## config.mk

```make
export PLATFORM = sky130hd
export DESIGN_NAME = shift_exec
export DESIGN_NICKNAME = d
export VERILOG_FILES = /design/src/rtl/shift_exec.sv
export SDC_FILE = /design/constraint.sdc
export NUM_CORES = 1
export LEC_CHECK = 0
export CORE_MARGIN = 2
export CORE_UTILIZATION = 35
export CTS_CLUSTER_SIZE = 20
export DETAILED_ROUTE_END_ITERATION = 7
export DONT_BUFFER_PORTS = 1
export PLACE_DENSITY = 0.49
export SYNTH_ARGS = -nofsm -noshare
export SYNTH_HDL_FRONTEND = slang
export SYNTH_SLANG_ARGS = --single-unit
```

## constraint.sdc

```tcl
create_clock -name c_clk -period 7.7 [get_ports c_clk]
set_input_delay 0.77 -clock c_clk [delete_from_list [all_inputs] [get_ports c_clk]]
set_output_delay 0.77 -clock c_clk [all_outputs]
set_load 0.01 [all_outputs]
```

## src/rtl/shift_exec.sv

```systemverilog
// ---------------------------------------------------------------------------
// shift_exec -- serial shift execution unit for one calc2 port.
//
// Accepted shift commands are queued in a small FIFO. The FSM pops one at a
// time, shifts the operand one bit per clock edge and then presents the
// result on shift_data/shift_resp/shift_tag. The response is held for as long
// as the adder is responding on the same port. All state changes on the
// falling edge of c_clk. reset is asynchronous and active-high.
//
// Optional feature macro: SHIFT_EXEC_ROTATE_EN
//   defined   : cmd 0111 (rotate left) and 1000 (rotate right) are executed.
//   undefined : those codes are consumed and dropped like any other non-shift.
//
// Parameters
//   FIFO_DEPTH  pending-command queue depth (2 or 4; must be a power of two)
//   AMT_W       shift-amount width, taken from the low bits of op2
//
// Ports
//   c_clk       clock; state updates on the falling edge
//   reset       asynchronous active-high reset
//   cmd_valid   command present this cycle
//   cmd         command code (0101 shl, 0110 shr, 0111 rol, 1000 ror)
//   cmd_tag     tag returned with the response
//   op1         operand to shift
//   op2         shift amount in op2[AMT_W-1:0]; other bits ignored
//   cmd_ready   FIFO not full
//   adder_resp  adder response; non-zero holds our response
//   shift_data  result while responding, else 0
//   shift_resp  01 while responding, else 00
//   shift_tag   result tag while responding, else 00
//   busy        FSM not idle or FIFO not empty
// ---------------------------------------------------------------------------
module shift_exec #(
    parameter int FIFO_DEPTH = 2,
    parameter int AMT_W      = 5
) (
    input  logic        c_clk,
    input  logic        reset,
    input  logic        cmd_valid,
    input  logic [3:0]  cmd,
    input  logic [1:0]  cmd_tag,
    input  logic [31:0] op1,
    input  logic [31:0] op2,
    output logic        cmd_ready,
    input  logic [1:0]  adder_resp,
    output logic [31:0] shift_data,
    output logic [1:0]  shift_resp,
    output logic [1:0]  shift_tag,
    output logic        busy
);

    localparam int PTR_W = $clog2(FIFO_DEPTH);
    localparam int CNT_W = PTR_W + 1;
    localparam logic [CNT_W-1:0] DEPTH_C = CNT_W'(FIFO_DEPTH);

    localparam logic [3:0] CMD_SHL = 4'b0101;
    localparam logic [3:0] CMD_SHR = 4'b0110;
`ifdef SHIFT_EXEC_ROTATE_EN
    localparam logic [3:0] CMD_ROL = 4'b0111;
    localparam logic [3:0] CMD_ROR = 4'b1000;
`endif

    typedef enum logic [1:0] {
        ST_IDLE,
        ST_SHIFT,
        ST_RESP
    } state_t;

    // -----------------------------------------------------------------------
    // Command decode
    // -----------------------------------------------------------------------
    logic cmd_legal;
    logic op2_unused;

`ifdef SHIFT_EXEC_ROTATE_EN
    assign cmd_legal = (cmd == CMD_SHL) || (cmd == CMD_SHR) ||
                       (cmd == CMD_ROL) || (cmd == CMD_ROR);
`else
    assign cmd_legal = (cmd == CMD_SHL) || (cmd == CMD_SHR);
`endif

    assign op2_unused = ^op2[31:AMT_W];

    // One single-bit step of the working value for the given opcode.
    function automatic logic [31:0] step_one(input logic [31:0] d, input logic [3:0] op);
        logic [31:0] r;
        case (op)
            CMD_SHL: r = {d[30:0], 1'b0};
            CMD_SHR: r = {1'b0, d[31:1]};
`ifdef SHIFT_EXEC_ROTATE_EN
            CMD_ROL: r = {d[30:0], d[31]};
            CMD_ROR: r = {d[0], d[31:1]};
`endif
            default: r = d;
        endcase
        return r;
    endfunction

    // -----------------------------------------------------------------------
    // Pending-command FIFO
    // -----------------------------------------------------------------------
    logic [3:0]       fifo_cmd_q  [FIFO_DEPTH];
    logic [1:0]       fifo_tag_q  [FIFO_DEPTH];
    logic [31:0]      fifo_data_q [FIFO_DEPTH];
    logic [AMT_W-1:0] fifo_amt_q  [FIFO_DEPTH];

    logic [PTR_W-1:0] wr_ptr_q, rd_ptr_q;
    logic [CNT_W-1:0] count_q, count_d;
    logic             push, pop;
    logic             fifo_empty;

    assign cmd_ready  = (count_q != DEPTH_C);
    assign fifo_empty = (count_q == '0);
    // Non-shift codes are consumed (cmd_ready still applies) but never stored.
    assign push       = cmd_valid && cmd_ready && cmd_legal;

    // Slot storage needs no reset: a slot is only read after it was written.
    generate
        for (genvar gi = 0; gi < FIFO_DEPTH; gi++) begin : g_slot
            always_ff @(negedge c_clk) begin
                if (push && (wr_ptr_q == PTR_W'(gi))) begin
                    fifo_cmd_q[gi]  <= cmd;
                    fifo_tag_q[gi]  <= cmd_tag;
                    fifo_data_q[gi] <= op1;
                    fifo_amt_q[gi]  <= op2[AMT_W-1:0];
                end
            end
        end
    endgenerate

    always_comb begin
        count_d = count_q;
        case ({push, pop})
            2'b10:   count_d = count_q + CNT_W'(1);
            2'b01:   count_d = count_q - CNT_W'(1);
            default: count_d = count_q;
        endcase
    end

    always_ff @(negedge c_clk or posedge reset) begin
        if (reset) begin
            wr_ptr_q <= '0;
            rd_ptr_q <= '0;
            count_q  <= '0;
        end else begin
            if (push) wr_ptr_q <= wr_ptr_q + PTR_W'(1);
            if (pop)  rd_ptr_q <= rd_ptr_q + PTR_W'(1);
            count_q <= count_d;
        end
    end

    // -----------------------------------------------------------------------
    // Execution FSM and working registers
    // -----------------------------------------------------------------------
    state_t           state_q, state_d;
    logic [31:0]      work_data_q, work_data_d;
    logic [1:0]       work_tag_q, work_tag_d;
    logic [AMT_W-1:0] work_cnt_q, work_cnt_d;
    logic [3:0]       work_cmd_q, work_cmd_d;

    always_comb begin
        state_d     = state_q;
        work_data_d = work_data_q;
        work_tag_d  = work_tag_q;
        work_cnt_d  = work_cnt_q;
        work_cmd_d  = work_cmd_q;
        pop         = 1'b0;

        case (state_q)
            ST_IDLE: begin
                pop = !fifo_empty;
            end
            ST_SHIFT: begin
                work_data_d = step_one(work_data_q, work_cmd_q);
                work_cnt_d  = work_cnt_q - AMT_W'(1);
                if (work_cnt_q == AMT_W'(1)) state_d = ST_RESP;
            end
            ST_RESP: begin
                // Only leave once the adder has released the shared output.
                if (adder_resp == 2'b00) begin
                    if (fifo_empty) state_d = ST_IDLE;
                    else            pop     = 1'b1;
                end
            end
            default: state_d = ST_IDLE;
        endcase

        // A pop loads the head entry; a zero amount goes straight to RESP.
        if (pop) begin
            work_data_d = fifo_data_q[rd_ptr_q];
            work_tag_d  = fifo_tag_q[rd_ptr_q];
            work_cnt_d  = fifo_amt_q[rd_ptr_q];
            work_cmd_d  = fifo_cmd_q[rd_ptr_q];
            state_d     = (fifo_amt_q[rd_ptr_q] != '0) ? ST_SHIFT : ST_RESP;
        end
    end

    always_ff @(negedge c_clk or posedge reset) begin
        if (reset) begin
            state_q     <= ST_IDLE;
            work_data_q <= '0;
            work_tag_q  <= '0;
            work_cnt_q  <= '0;
            work_cmd_q  <= '0;
        end else begin
            state_q     <= state_d;
            work_data_q <= work_data_d;
            work_tag_q  <= work_tag_d;
            work_cnt_q  <= work_cnt_d;
            work_cmd_q  <= work_cmd_d;
        end
    end

    // -----------------------------------------------------------------------
    // Outputs: zero outside RESP because the downstream mux ORs the ports.
    // -----------------------------------------------------------------------
    logic resp_active;

    assign resp_active = (state_q == ST_RESP);
    assign shift_resp  = resp_active ? 2'b01 : 2'b00;
    assign shift_data  = resp_active ? work_data_q : 32'h0;
    assign shift_tag   = resp_active ? work_tag_q : 2'b00;
    assign busy        = (state_q != ST_IDLE) || !fifo_empty;

endmodule
```

==> results_dict.tcl <==
set metrics [dict create \
    status "complete, no violations" \
    hold_path_class "reg -> reg" \
    post_synth_inst_count 412 \
    cts_tree "built" \
    finClkSkew_ns 0.0580 \
    grt_pass1_vias 3811 \
    synth_warnings 0 \
    i_o_pin_cnt 113 \
    slowest_delay_ns 0.50 \
    max-cap-violations 0 \
    chipHeight_um 134 \
    dieArea_um2 18100 \
    die_width_um 134 \
    mappedNetlistNets 490 \
    crit_cells 3 \
    worstPathMaxFanout 17 \
    tightest_slew_ns 1.14 \
    initial_core_util_pct 35.9 \
    numClockSinks 135 \
    setup_viol 0 \
    clk_pin_slew_worst_paths_ns 0.04 \
    hold_end "work_tag_q[0]" \
    synth_area_leader_cell "edfxtp_1" \
    grt_first_pass_wirelength_mm 21.1 \
    synth.lib_cells_used.distinct 47 \
    synthDominantCellAreaShare_pct 43.4 \
    maxSlewViolCount 0 \
    grt.overflow.total 0 \
    worstHoldStart "work_tag_q[0]" \
    critPathKind "reg -> out" \
    finalHoldViolations 0 \
    synth-seq-area-share_pct 64.0 \
    hold_buffers 0 \
    power-per-cell-area_nw_per_um2 409 \
    crit-reg2reg-capture "work_data_q[20]" \
    postRouteWirelength_mm 13.4 \
    rsz0062_at_grt "false" \
    avgRoutedWirePerCell_um 18.3 \
    cp_top_family "simple AND/OR/NAND/NOR gates" \
    p_leak_nw 2.85 \
    vias_per_cell 4.98 \
    crit_chain "nor2b_2 -> buf_4 -> and2_1" \
    antenna_violating_nets_post_route 0 \
    globalplace.congestion 0.716 \
    postSynthRegisterBits 135 \
    count_of_instances_resized_after_the_clock_tree_is_built 0 \
    holdWs_ns 0.417 \
    area.growth.synth_to_final_pct 18.0 \
    clk_path_buf_depth 2 \
    antenna_found_initial 0 \
    syn_avg_cell_area_um2 14.4 \
    drt_first_iter_violations 167 \
    vdd_drop_max_mv 0.155 \
    insertion_delay_to_the_later_sink_of_the_worst_skew_pair_ns 0.45 \
    setup_tns_ns 0 \
    design.core.area_um2 16600 \
    drive_gt1_share_pct 14.5 \
    fin_nets 577 \
    post-dp-hpwl_mm 8.36 \
    worst-path-buf-inv 1 \
    crit_path_start_kind "flip-flop" \
    groute.usage.overall_pct 15.6 \
    max-slew-margin-rel_pct 23.5 \
    via_count 3645 \
    ys_top_cells_by_area "edfxtp_1 43%, dfrtn_1 21%, mux2i_1 10%, and2_1 3.6%, o221ai_2 2.5%" \
    drt_first_pass_iters 6 \
    synthesis.area_um2 5950 \
    r2r_cells 3 \
    placement.io_buffers 0 \
    r2r-start "work_cmd_q[1]" \
    cts-buffers-inserted 17 \
    grt_max_degree 47 \
    crit_arrival_ns 5.76 \
    drc 0 \
    cp-end-kind "output pin" \
    critPathRequiredTime_ns 6.93 \
    layout_common_cells "89 x inv_1, 86 x edfxtp_1, 60 x mux2i_1, 49 x dfrtn_1, 34 x and2_1" \
    cts.root.buffer_cell "clkbuf_16" \
    slack_of_the_worst_reg_to_reg_path_ns 5.53 \
    num_rows 47 \
    slowest_stage "dfrtn_1" \
    clock_tree.htree_level_count 4 \
    diodes 0 \
    min_delay_path_depth 2 \
    number_of_setup_buffers_added_after_cts 0 \
    layout.cells.most_common "inv_1" \
]
## per-stage QoR
stage	setup slack [ns]	utilization, %	area, um^2	total power [mW]	std cells
2_1_floorplan	0.462	-	5950	1.83	412
3_3_place_gp	1.39	36.9	6110	1.97	615
3_5_place_dp	1.38	36.9	6110	2.00	615
4_1_cts	1.12	42.3	7020	2.91	732
5_1_grt	1.08	42.3	7020	3.07	732
6_report	1.17	42.3	7020	2.87	732
## cell usage after synthesis, drive strengths merged
master / number
clkbuf: 4
nand4bb: 1
xor2: 2
o22ai: 14
nand2: 30
a31oi: 1
and2: 34
a21oi: 15
dfrtn: 49
conb: 1
edfxtp: 86
mux2: 13
or2b: 1
or4: 3
o21ba: 1
o21bai: 1
nand3b: 1
and4bb: 1
buf: 20
o21ai: 13
nor3: 3
nor2b: 2
a22o: 1
xnor2: 5
nand4: 1
o211ai: 2
nor2: 10
nand2b: 2
o21a: 1
mux2i: 60
a2bb2oi: 1
and2b: 1
a221oi: 1
or2: 1
inv: 6
ha: 3
o221ai: 21
## tightest hold or removal path, cell delays in order, from the launching register on
cell and delay [ns]:
dfrtn_1 0.40, nand2_1 0.04, o21ai_0 0.06
## state kept, by name, indices dropped and copies added, names as in the netlist
| register | cells |
|---|---|
| state_q | 2 |
| fifo_cmd_q | 8 |
| count_q | 2 |
| fifo_amt_q | 10 |
| wr_ptr_q | 1 |
| fifo_data_q | 64 |
| work_cmd_q | 4 |
| fifo_tag_q | 4 |
| work_data_q | 32 |
| work_tag_q | 2 |
| rd_ptr_q | 1 |
| work_cnt_q | 5 |
## power by group
group          internal, mW  switching [mW]
sequential            0.942           0.143
combinational         0.354           0.471
clock                 0.544           0.416
## area by class of cell
type,count,area (um^2)
fillers,1622,9560
flip-flops and latches,135,3810
multi-input cells,247,1950
clock buffers,21,482
clock inverters,97,429
well taps,220,275
repair buffers,7,52.6
inverters,5,18.8
## worst max path at each step
stage | start | endpoint | slack, ns
2_1_floorplan | cmd[1] | fifo_amt_q[0][0] | 0.46
3_3_place_gp | cmd[0] | fifo_data_q[1][27] | 1.39
3_5_place_dp | cmd[0] | fifo_data_q[1][18] | 1.38
4_1_cts | state_q[1] | shift_data[31] | 1.12
5_1_grt | state_q[1] | shift_data[31] | 1.08
6_report | state_q[1] | shift_data[31] | 1.17
## kinds of logic (layout without fill, tap and decap cells)
| kind of cell | Yosys count | in the layout | synth area share, % |
|---|---|---|---|
| XOR/XNOR | 7 | 7 | 1.16 |
| flip-flops | 135 | 135 | 64.0 |
| AND/OR/NAND/NOR | 91 | 91 | 8.46 |
| AO/OA/AOI/OAI | 72 | 72 | 9.70 |
| other | 1 | 1 | 0.0630 |
| adder cells (fa/ha/maj) | 3 | 3 | 0.631 |
| buffers and inverters | 30 | 130 | 3.41 |
| multiplexers | 73 | 73 | 12.6 |
## routing by layer
layer / track usage [%] / wire length, um / part of all wire [%]
met1: 19.6 / 5880 / 44
met2: 25.6 / 6510 / 48
met3: 4.95 / 837 / 6.2
met4: 5.50 / 196 / 1.5
met5: 0 / 0 / 0
(Power assumes the default switching activity.)
